## config.mk

```make
export PLATFORM = sky130hd
export DESIGN_NAME = mem_stage
export DESIGN_NICKNAME = d
export VERILOG_FILES = /design/src/rtl/mem_stage_pkg.sv /design/src/rtl/mem_stage_load_ext.sv /design/src/rtl/mem_stage.sv
export SDC_FILE = /design/constraint.sdc
export NUM_CORES = 1
export LEC_CHECK = 0
export BUFFER_PORTS_ARGS = -buffer_cell sky130_fd_sc_hd__buf_4
export CORE_AREA = 5 5 192 194
export CTS_CLUSTER_DIAMETER = 40
export CTS_CLUSTER_SIZE = 24
export DETAILED_ROUTE_END_ITERATION = 8
export DIE_AREA = 0 0 197 199
export REMOVE_ABC_BUFFERS = 1
export SETUP_SLACK_MARGIN = 0.02
export SYNTH_ARGS = -nofsm -noshare
export SYNTH_HDL_FRONTEND = slang
export SYNTH_SLANG_ARGS = --single-unit
```

## constraint.sdc

```tcl
create_clock -name clk -period 2.45 [get_ports clk]
set_clock_uncertainty 0.05 [all_clocks]
set_input_delay 0.1225 -clock clk [delete_from_list [all_inputs] [get_ports clk]]
set_output_delay 0.1225 -clock clk [all_outputs]
set_load 0.02 [all_outputs]
```

## src/rtl/mem_stage_pkg.sv

```systemverilog
// Shared bus layouts and load-op encodings for the MEM stage.
package mem_stage_pkg;

    localparam int unsigned EX_TO_MEM_WD = 179;
    localparam int unsigned MEM_TO_WB_WD = 174;
    localparam int unsigned MEM_TO_ID_WD = 104;

    typedef enum logic [2:0] {
        MEM_NONE = 3'b000,
        MEM_LB   = 3'b001,
        MEM_LBU  = 3'b010,
        MEM_LH   = 3'b011,
        MEM_LHU  = 3'b100,
        MEM_LW   = 3'b101
    } mem_op_e;

    typedef enum logic [1:0] {
        LD_IDLE = 2'b00,
        LD_WAIT = 2'b01,
        LD_HOLD = 2'b10
    } ld_state_e;

    // Field order is MSB first; it fixes the bit positions on each bus.
    typedef struct packed {
        logic [31:0] badvaddr;
        logic        delayslot;
        logic [4:0]  excepttype;
        logic        lo_we;
        logic [31:0] lo_wdata;
        logic        hi_we;
        logic [31:0] hi_wdata;
        logic [2:0]  mem_op;
        logic [1:0]  addr_lo;
        logic [31:0] pc;
        logic        rf_we;
        logic [4:0]  rf_waddr;
        logic [31:0] ex_result;
    } ex_to_mem_t;

    typedef struct packed {
        logic [31:0] badvaddr;
        logic        delayslot;
        logic [4:0]  excepttype;
        logic        lo_we;
        logic [31:0] lo_wdata;
        logic        hi_we;
        logic [31:0] hi_wdata;
        logic [31:0] pc;
        logic        rf_we;
        logic [4:0]  rf_waddr;
        logic [31:0] rf_wdata;
    } mem_to_wb_t;

    typedef struct packed {
        logic        lo_we;
        logic [31:0] lo_wdata;
        logic        hi_we;
        logic [31:0] hi_wdata;
        logic        rf_we;
        logic [4:0]  rf_waddr;
        logic [31:0] rf_wdata;
    } mem_to_id_t;

    function automatic logic is_load_op(input logic [2:0] op);
        return (op >= MEM_LB) && (op <= MEM_LW);
    endfunction

endpackage

```

## src/rtl/mem_stage_load_ext.sv

```systemverilog
// Selects the byte/half/word addressed by a load and sign- or zero-extends it.
module load_ext
    import mem_stage_pkg::*;
(
    input  logic [2:0]  mem_op,
    input  logic [1:0]  addr_lo,
    input  logic [31:0] rdata,
    output logic [31:0] data
);
    logic [7:0]  byte_sel;
    logic [15:0] half_sel;

    always_comb begin
        case (addr_lo)
            2'd0:    byte_sel = rdata[7:0];
            2'd1:    byte_sel = rdata[15:8];
            2'd2:    byte_sel = rdata[23:16];
            default: byte_sel = rdata[31:24];
        endcase
        half_sel = addr_lo[1] ? rdata[31:16] : rdata[15:0];

        case (mem_op)
            MEM_LB:  data = {{24{byte_sel[7]}}, byte_sel};
            MEM_LBU: data = {24'd0, byte_sel};
            MEM_LH:  data = {{16{half_sel[15]}}, half_sel};
            MEM_LHU: data = {16'd0, half_sel};
            default: data = rdata;
        endcase
    end

endmodule

```

## src/rtl/mem_stage.sv

```systemverilog
// MEM pipeline stage: registers the EX bus, waits for load data, and feeds WB and ID bypass.
module mem_stage
    import mem_stage_pkg::*;
#(
    parameter bit LOAD_WAIT_EN = 1'b1
) (
    input  logic                    clk,
    input  logic                    rst,
    input  logic                    flush,
    input  logic [5:0]              stall,
    input  logic [EX_TO_MEM_WD-1:0] ex_to_mem_bus,
    input  logic [31:0]             data_sram_rdata,
    input  logic                    data_sram_rvalid,
    output logic [MEM_TO_WB_WD-1:0] mem_to_wb_bus,
    output logic [MEM_TO_ID_WD-1:0] mem_to_id_bus,
    output logic                    stallreq_for_mem
);
    ex_to_mem_t  in_r;
    ld_state_e   state;
    mem_to_wb_t  wb;
    mem_to_id_t  id;
    logic [31:0] data_buf;
    logic [31:0] ld_src;
    logic [31:0] ld_data;
    logic        rvalid;
    logic        wr_ok;
    logic        load_pending;
    logic        unused_stall;

    assign unused_stall = ^{stall[5], stall[2:0]};
    assign rvalid = LOAD_WAIT_EN ? data_sram_rvalid : 1'b1;

    always_ff @(posedge clk) begin
        if (rst || flush)
            in_r <= '0;
        else if (stall[3] && !stall[4])
            in_r <= '0;
        else if (!stall[3])
            in_r <= ex_to_mem_t'(ex_to_mem_bus);
    end

    assign wr_ok        = (in_r.excepttype == '0);
    assign load_pending = is_load_op(in_r.mem_op) && wr_ok;
    // Drops in the rvalid cycle so the pipeline releases with the data, not one cycle after.
    assign stallreq_for_mem = load_pending && !rvalid && (state != LD_HOLD);
    assign ld_src = (state == LD_HOLD) ? data_buf : data_sram_rdata;

    load_ext u_load_ext (
        .mem_op  (in_r.mem_op),
        .addr_lo (in_r.addr_lo),
        .rdata   (ld_src),
        .data    (ld_data)
    );

    always_comb begin
        wb            = '0;
        wb.badvaddr   = in_r.badvaddr;
        wb.delayslot  = in_r.delayslot;
        wb.excepttype = in_r.excepttype;
        wb.lo_we      = in_r.lo_we && wr_ok;
        wb.lo_wdata   = in_r.lo_wdata;
        wb.hi_we      = in_r.hi_we && wr_ok;
        wb.hi_wdata   = in_r.hi_wdata;
        wb.pc         = in_r.pc;
        wb.rf_we      = in_r.rf_we && wr_ok;
        wb.rf_waddr   = in_r.rf_waddr;
        wb.rf_wdata   = is_load_op(in_r.mem_op) ? ld_data : in_r.ex_result;

        id          = '0;
        id.lo_we    = wb.lo_we;
        id.lo_wdata = wb.lo_wdata;
        id.hi_we    = wb.hi_we;
        id.hi_wdata = wb.hi_wdata;
        id.rf_we    = wb.rf_we && !stallreq_for_mem;
        id.rf_waddr = wb.rf_waddr;
        id.rf_wdata = wb.rf_wdata;
    end

    assign mem_to_wb_bus = wb;
    assign mem_to_id_bus = id;

    // A one-shot rvalid that lands while MEM is held is parked in data_buf until release.
    always_ff @(posedge clk) begin
        if (rst || flush) begin
            state    <= LD_IDLE;
            data_buf <= '0;
        end else begin
            case (state)
                LD_IDLE, LD_WAIT: begin
                    if (!load_pending)
                        state <= LD_IDLE;
                    else if (!rvalid)
                        state <= LD_WAIT;
                    else if (stall[3]) begin
                        data_buf <= data_sram_rdata;
                        state    <= LD_HOLD;
                    end else
                        state <= LD_IDLE;
                end
                LD_HOLD: if (!stall[3]) state <= LD_IDLE;
                default: state <= LD_IDLE;
            endcase
        end
    end

endmodule

```

## Word level (Yosys, flattened, before mapping)

Index checks and enable logic that the tools add are counted.

| cells by class | value |
|---|---|
| reductions and logical operators | 19 |
| mux-type cells | 10 |
| equality and inequality tests | 10 |
| magnitude comparators | 2 |

Operators by type and width:

| cell | number |
|---|---|
| case mux 32 bit (4 select lines) | 1 |
| two-way mux 32 bit | 2 |
| case mux 8 bit (3 select lines) | 1 |
| two-way mux 16 bit | 1 |
| logical AND 1 bit | 9 |
| two-way mux 2 bit | 4 |
| == test 3 x 2 -> 1 bit, second input constant | 2 |
| logical NOT 5 bit | 1 |
| == test 2 x 1 -> 1 bit, second input constant | 2 |
| == test 2 bit, second input constant | 2 |
| logical NOT 2 bit | 2 |
| inequality test 2 bit, second input constant | 2 |
| case mux 2 bit (2 select lines) | 1 |
| AND reduction 4 bit | 1 |
| OR reduction 2 bit | 2 |
| == test 3 x 1 -> 1 bit, second input constant | 1 |
| == test 3 bit, second input constant | 1 |
| greater-or-equal comparator 3 x 1 -> 1 bit, second input constant | 1 |
| <= comparator 3 bit, second input constant | 1 |
| logical NOT 1 bit | 3 |
| logical OR 1 bit | 1 |

| word-level totals | value |
|---|---|
| bits in registers | 213 |
| input bits | 221 |

## Logic depth before layout (Yosys ltp)

| logic depth | value |
|---|---|
| word-level depth | 7 |
| mapped depth | 8 |
| mapped depth without buffers | 5 |

## By module

A second synthesis with hierarchy kept.

| unflattened totals | value |
|---|---|
| cells, all modules | 1235 |
| area total of the unflattened synthesis | 11534.8 um^2 |

By module, submodules not included:

| module | times used | area an instance (um^2) | cells each | seq. area each (um^2) |
|---|---|---|---|---|
| mem_stage | 1 | 10258.6 | 1053 | 4264.1 |
| load_ext | 1 | 1276.2 | 182 | 0.0 |

## Worst setup path after synthesis

Ideal clock, no wire load.

| path | value |
|---|---|
| path kind | flip-flop to output port |
| start point | reg state[0] |
| end point | out mem_to_wb_bus[10] |
| stages on the path, launching flop included | 8 |
| buffers on the path | 2 |
| required time | 2.277 ns |
| setup slack | -0.133 ns |
| arrival | 2.410 ns |
| cell sequence | dfxtp_1 -> nand2b_1 -> buf_6 -> mux4_2 -> nor4_1 -> a211o_1 -> nor4_1 -> buf_4 |

| between the ends | value |
|---|---|
| word-level cells in the longest chain between the ends | 5 |
| elaborated cells on any way between the ends | 6 |
| classes of those cells | eq/ne (1); mux (5) |

RTL lines:

| element | RTL line | RTL |
|---|---|---|
| start, declared | mem_stage.sv:19 | `ld_state_e state;` |
| start signal, assigned | mem_stage.sv:85 | `state <= LD_IDLE;` |
| start signal, assigned | mem_stage.sv:91 | `state <= LD_IDLE;` |
| start signal, assigned | mem_stage.sv:93 | `state <= LD_WAIT;` |
| == test 2 bit * | mem_stage.sv:46 | `assign ld_src = (state == LD_HOLD) ? data_buf : data_sram_rdata;` |
| two-way mux 32 bit * | mem_stage.sv:46 |  |
| case mux 8 bit (3 select lines) / two-way mux 16 bit (equally long branches) | mem_stage_load_ext.sv:14, mem_stage_load_ext.sv:20 |  |
| case mux 32 bit (4 select lines) * | mem_stage_load_ext.sv:22 | `case (mem_op)` |
| two-way mux 32 bit * | mem_stage.sv:67 | `wb.rf_wdata = is_load_op(in_r.mem_op) ? ld_data : in_r.ex_result;` |
| end, declared | mem_stage.sv:14 | `output logic [MEM_TO_WB_WD-1:0] mem_to_wb_bus,` |

Every way passes the cells marked *; elsewhere a longest branch is shown, timed or not.

## Worst setup path after layout

| path | value |
|---|---|
| start point | reg state[0] |
| end point | out mem_to_wb_bus[16] |

Same word-level chain as after synthesis.

==> impl_metrics.ini <==
[placement]
port_buffers = 495
dp_slack_ns = 0.149
placedCellCount = 1832
gp_congestion = 0.799
dp_hpwl_um = 27100

[route]
drt_first_pass_iters = 4
vias = 9678
routed_via_density = 4.48
m1WireLength_um = 15400
wirelength_um = 39700
avgRoutedWirePerCell_um = 18.4
wl_met3_um = 2830
antenna_left = 0
drc = 0
top_layer_used = met5
routed-wl-met2_um = 20200
initialDrtViolationCount = 364

[setup_path]
worstPathArrival_ns = 2.55
crit_chain = nand2b_4 > mux4_2 > a22oi_4 > nand3_4 > buf_12 > o22a_1 > buf_4
cp.depth = 7
reg2reg_depth = 6
crit_fanout = 10
critPathLaunch = state[0]
required_ns = 2.28
critPathKind = flip-flop to output port
critPathSlowestCell = mux4_2
path_delay_family = multiplexers
crit_path_start_kind = flip-flop
worst-path-buf-inv = 2
end_kind = output port
critPathMaxStageDelay_ns = 0.60
reg2reg_from = mem_to_wb_bus[136]

[synthesis]
avgSynthCellArea_um2 = 9.24
synth_top_area_share_pct = 40.0
async_flop_share_pct = 0
synth.top_cells.by_count = nor2_1 (258), mux2i_1 (250), buf_4 (242)
synth_area_leaders = dfxtp_1 (40%), mux2i_1 (23%), buf_4 (17%)
synth_ff_type = dfxtp_1
ys_ff_latch = 213
seq_area_frac_synth_pct = 40.0
syn_inst = 1155
yosysMostFrequentCell = nor2_1
ys_types = 42
synth_warnings = 0
synth_area_mm2 = 0.0107
synth_edf_count = 0
yosysTopAreaCell = dfxtp_1

[clocking]
cts_tree = built
clk_latency_ns = 0.54
clockRootBuffer = clkbuf_16
cts_buffers = 41
cts_sinks = 213
cts_max_level = 2
cts_buffer_depth = 3
clkTransAtPathRegs_ns = 0.05

[global_routing]
grt_pass1_vias = 9939
track_usage_pct = 18.7
grt_max_degree = 100
antenna_found_initial = 2
grt.overflow.total = 0
grt_pass1_wl_um = 58000

[flow_run]
drv_cap = 0

[timing]
setup_slack_ns = -0.277
rsz0062_at_grt = true
slew_viol_final = 0
period_share_pct = 111
tns_ns = -12.67
finalHoldViolations = 0
setup_viol = 62
hold_ws_ns = 0.167
tightest_slew_ns = 0.955
fmax_ghz = 0.367
post-route-min-period_ns = 2.73
slew_headroom_pct = 36.3

[status]
status = finished with violations
failed_checks = setup timing

[floorplan]
ios = 500
die_area_mm2 = 0.0392
core_area_mm2 = 0.0351
rows = 69
start_util_pct = 30.4
die_width_um = 197
die_y_um = 199

[power_and_ir_drop]
irDropWorstVdd_uv = 520
power.density_mw_per_mm2 = 622
p_leak_nw = 8.34

[final_layout]
fin_nets = 1888
area_growth_pct = 66.0
drive_gt1_share_pct = 42.1
utilization_pct = 50.5
layout.cells.non_filler = 2161

[hold_path]
hp-class = primary input to flip-flop
holdCritStartpoint = stall[3]
holdPathStages = 4
## report_power, final
part	internal, mW	switching [mW]
sequential	3.55	0.0681
combinational	1.04	0.912
clock	3.43	2.01
## final timing paths
| check | slack [ns] | end |
|---|---|---|
| worst max register to register | 0.53 | data_buf[21] |
| worst min register to register | 0.42 | state[0] |
| worst min-delay path | 0.17 | in_r[23] |
| worst max-delay path | -0.28 | mem_to_wb_bus[16] |
## routing by layer
metal	vias up	global-route usage (%)
met1	4546	21.8
met3	78	5.05
li1	4671	-
met4	2	7.70
met5	-	0
met2	381	32.6
## worst min-delay path: stages
cell	delay, ns
buf_8	0.12
buf_12	0.19
mux2i_1	0.17
nor2_1	0.07
## timing repair
action,4_1_cts,5_1_grt
hold buffers,211,1
hold endpoints to repair,212,1
gates cloned,1,1
pin swaps,16,22
endpoints found under the setup margin,66,66
gates resized for setup,81,64
setup buffers,20,21
## cells by family after synthesis
group | Yosys count | synth area share, %
xor+xnor | 2 | 0.164
mux | 253 | 24.0
buf+inv | 310 | 19.8
simple gates | 311 | 11.8
flops | 213 | 40.0
compound gates | 66 | 4.30
## final cells by class
class | count | area, µm²
diodes | 1 | 2.50
inverters | 3 | 11.3
multi-input cells | 632 | 4810
fillers | 3099 | 17300
flip-flops and latches | 213 | 4270
clock inverters | 22 | 175
repair buffers | 776 | 6690
clock buffers | 53 | 1170
well taps | 461 | 577
## sequential cells by signal, indices dropped and copies added (netlist names)
register       count
state              2
mem_to_wb_bus     70
in_r              40
data_buf          32
mem_to_id_bus     69
## stage by stage
step           instance area, µm²  power (mW)
3_3_place_gp                13200        5.16
3_5_place_dp                13200        5.18
6_report                    17700        11.0
4_1_cts                     17300        11.1
2_1_floorplan                8560        4.34
5_1_grt                     17700        11.4
## cell usage in the layout (no fill, tap or decap), types with 3 or more instances in the layout
master           n
a21oi_1          4
a21oi_2         13
a21oi_4          3
and2_1           3
buf_12          12
buf_4          510
buf_6           38
buf_8            3
clkbuf_1         4
clkbuf_16       44
clkbuf_8         6
clkinv_2         3
clkinv_4         4
clkinvlp_4       5
dfxtp_1        208
dfxtp_2          4
dlygate4sd3_1  212
inv_6           10
mux2i_1        233
mux2i_2          6
mux2i_4         11
nand2_1         15
nand3_1          8
nand3_2          3
nor2_1         251
nor2_2           6
nor2b_1          3
nor4_4           7
o21ai_0          5
o22a_1          13
o22a_4           3
o22ai_1          7
Note: power is estimated with default switching activity, not from simulation.
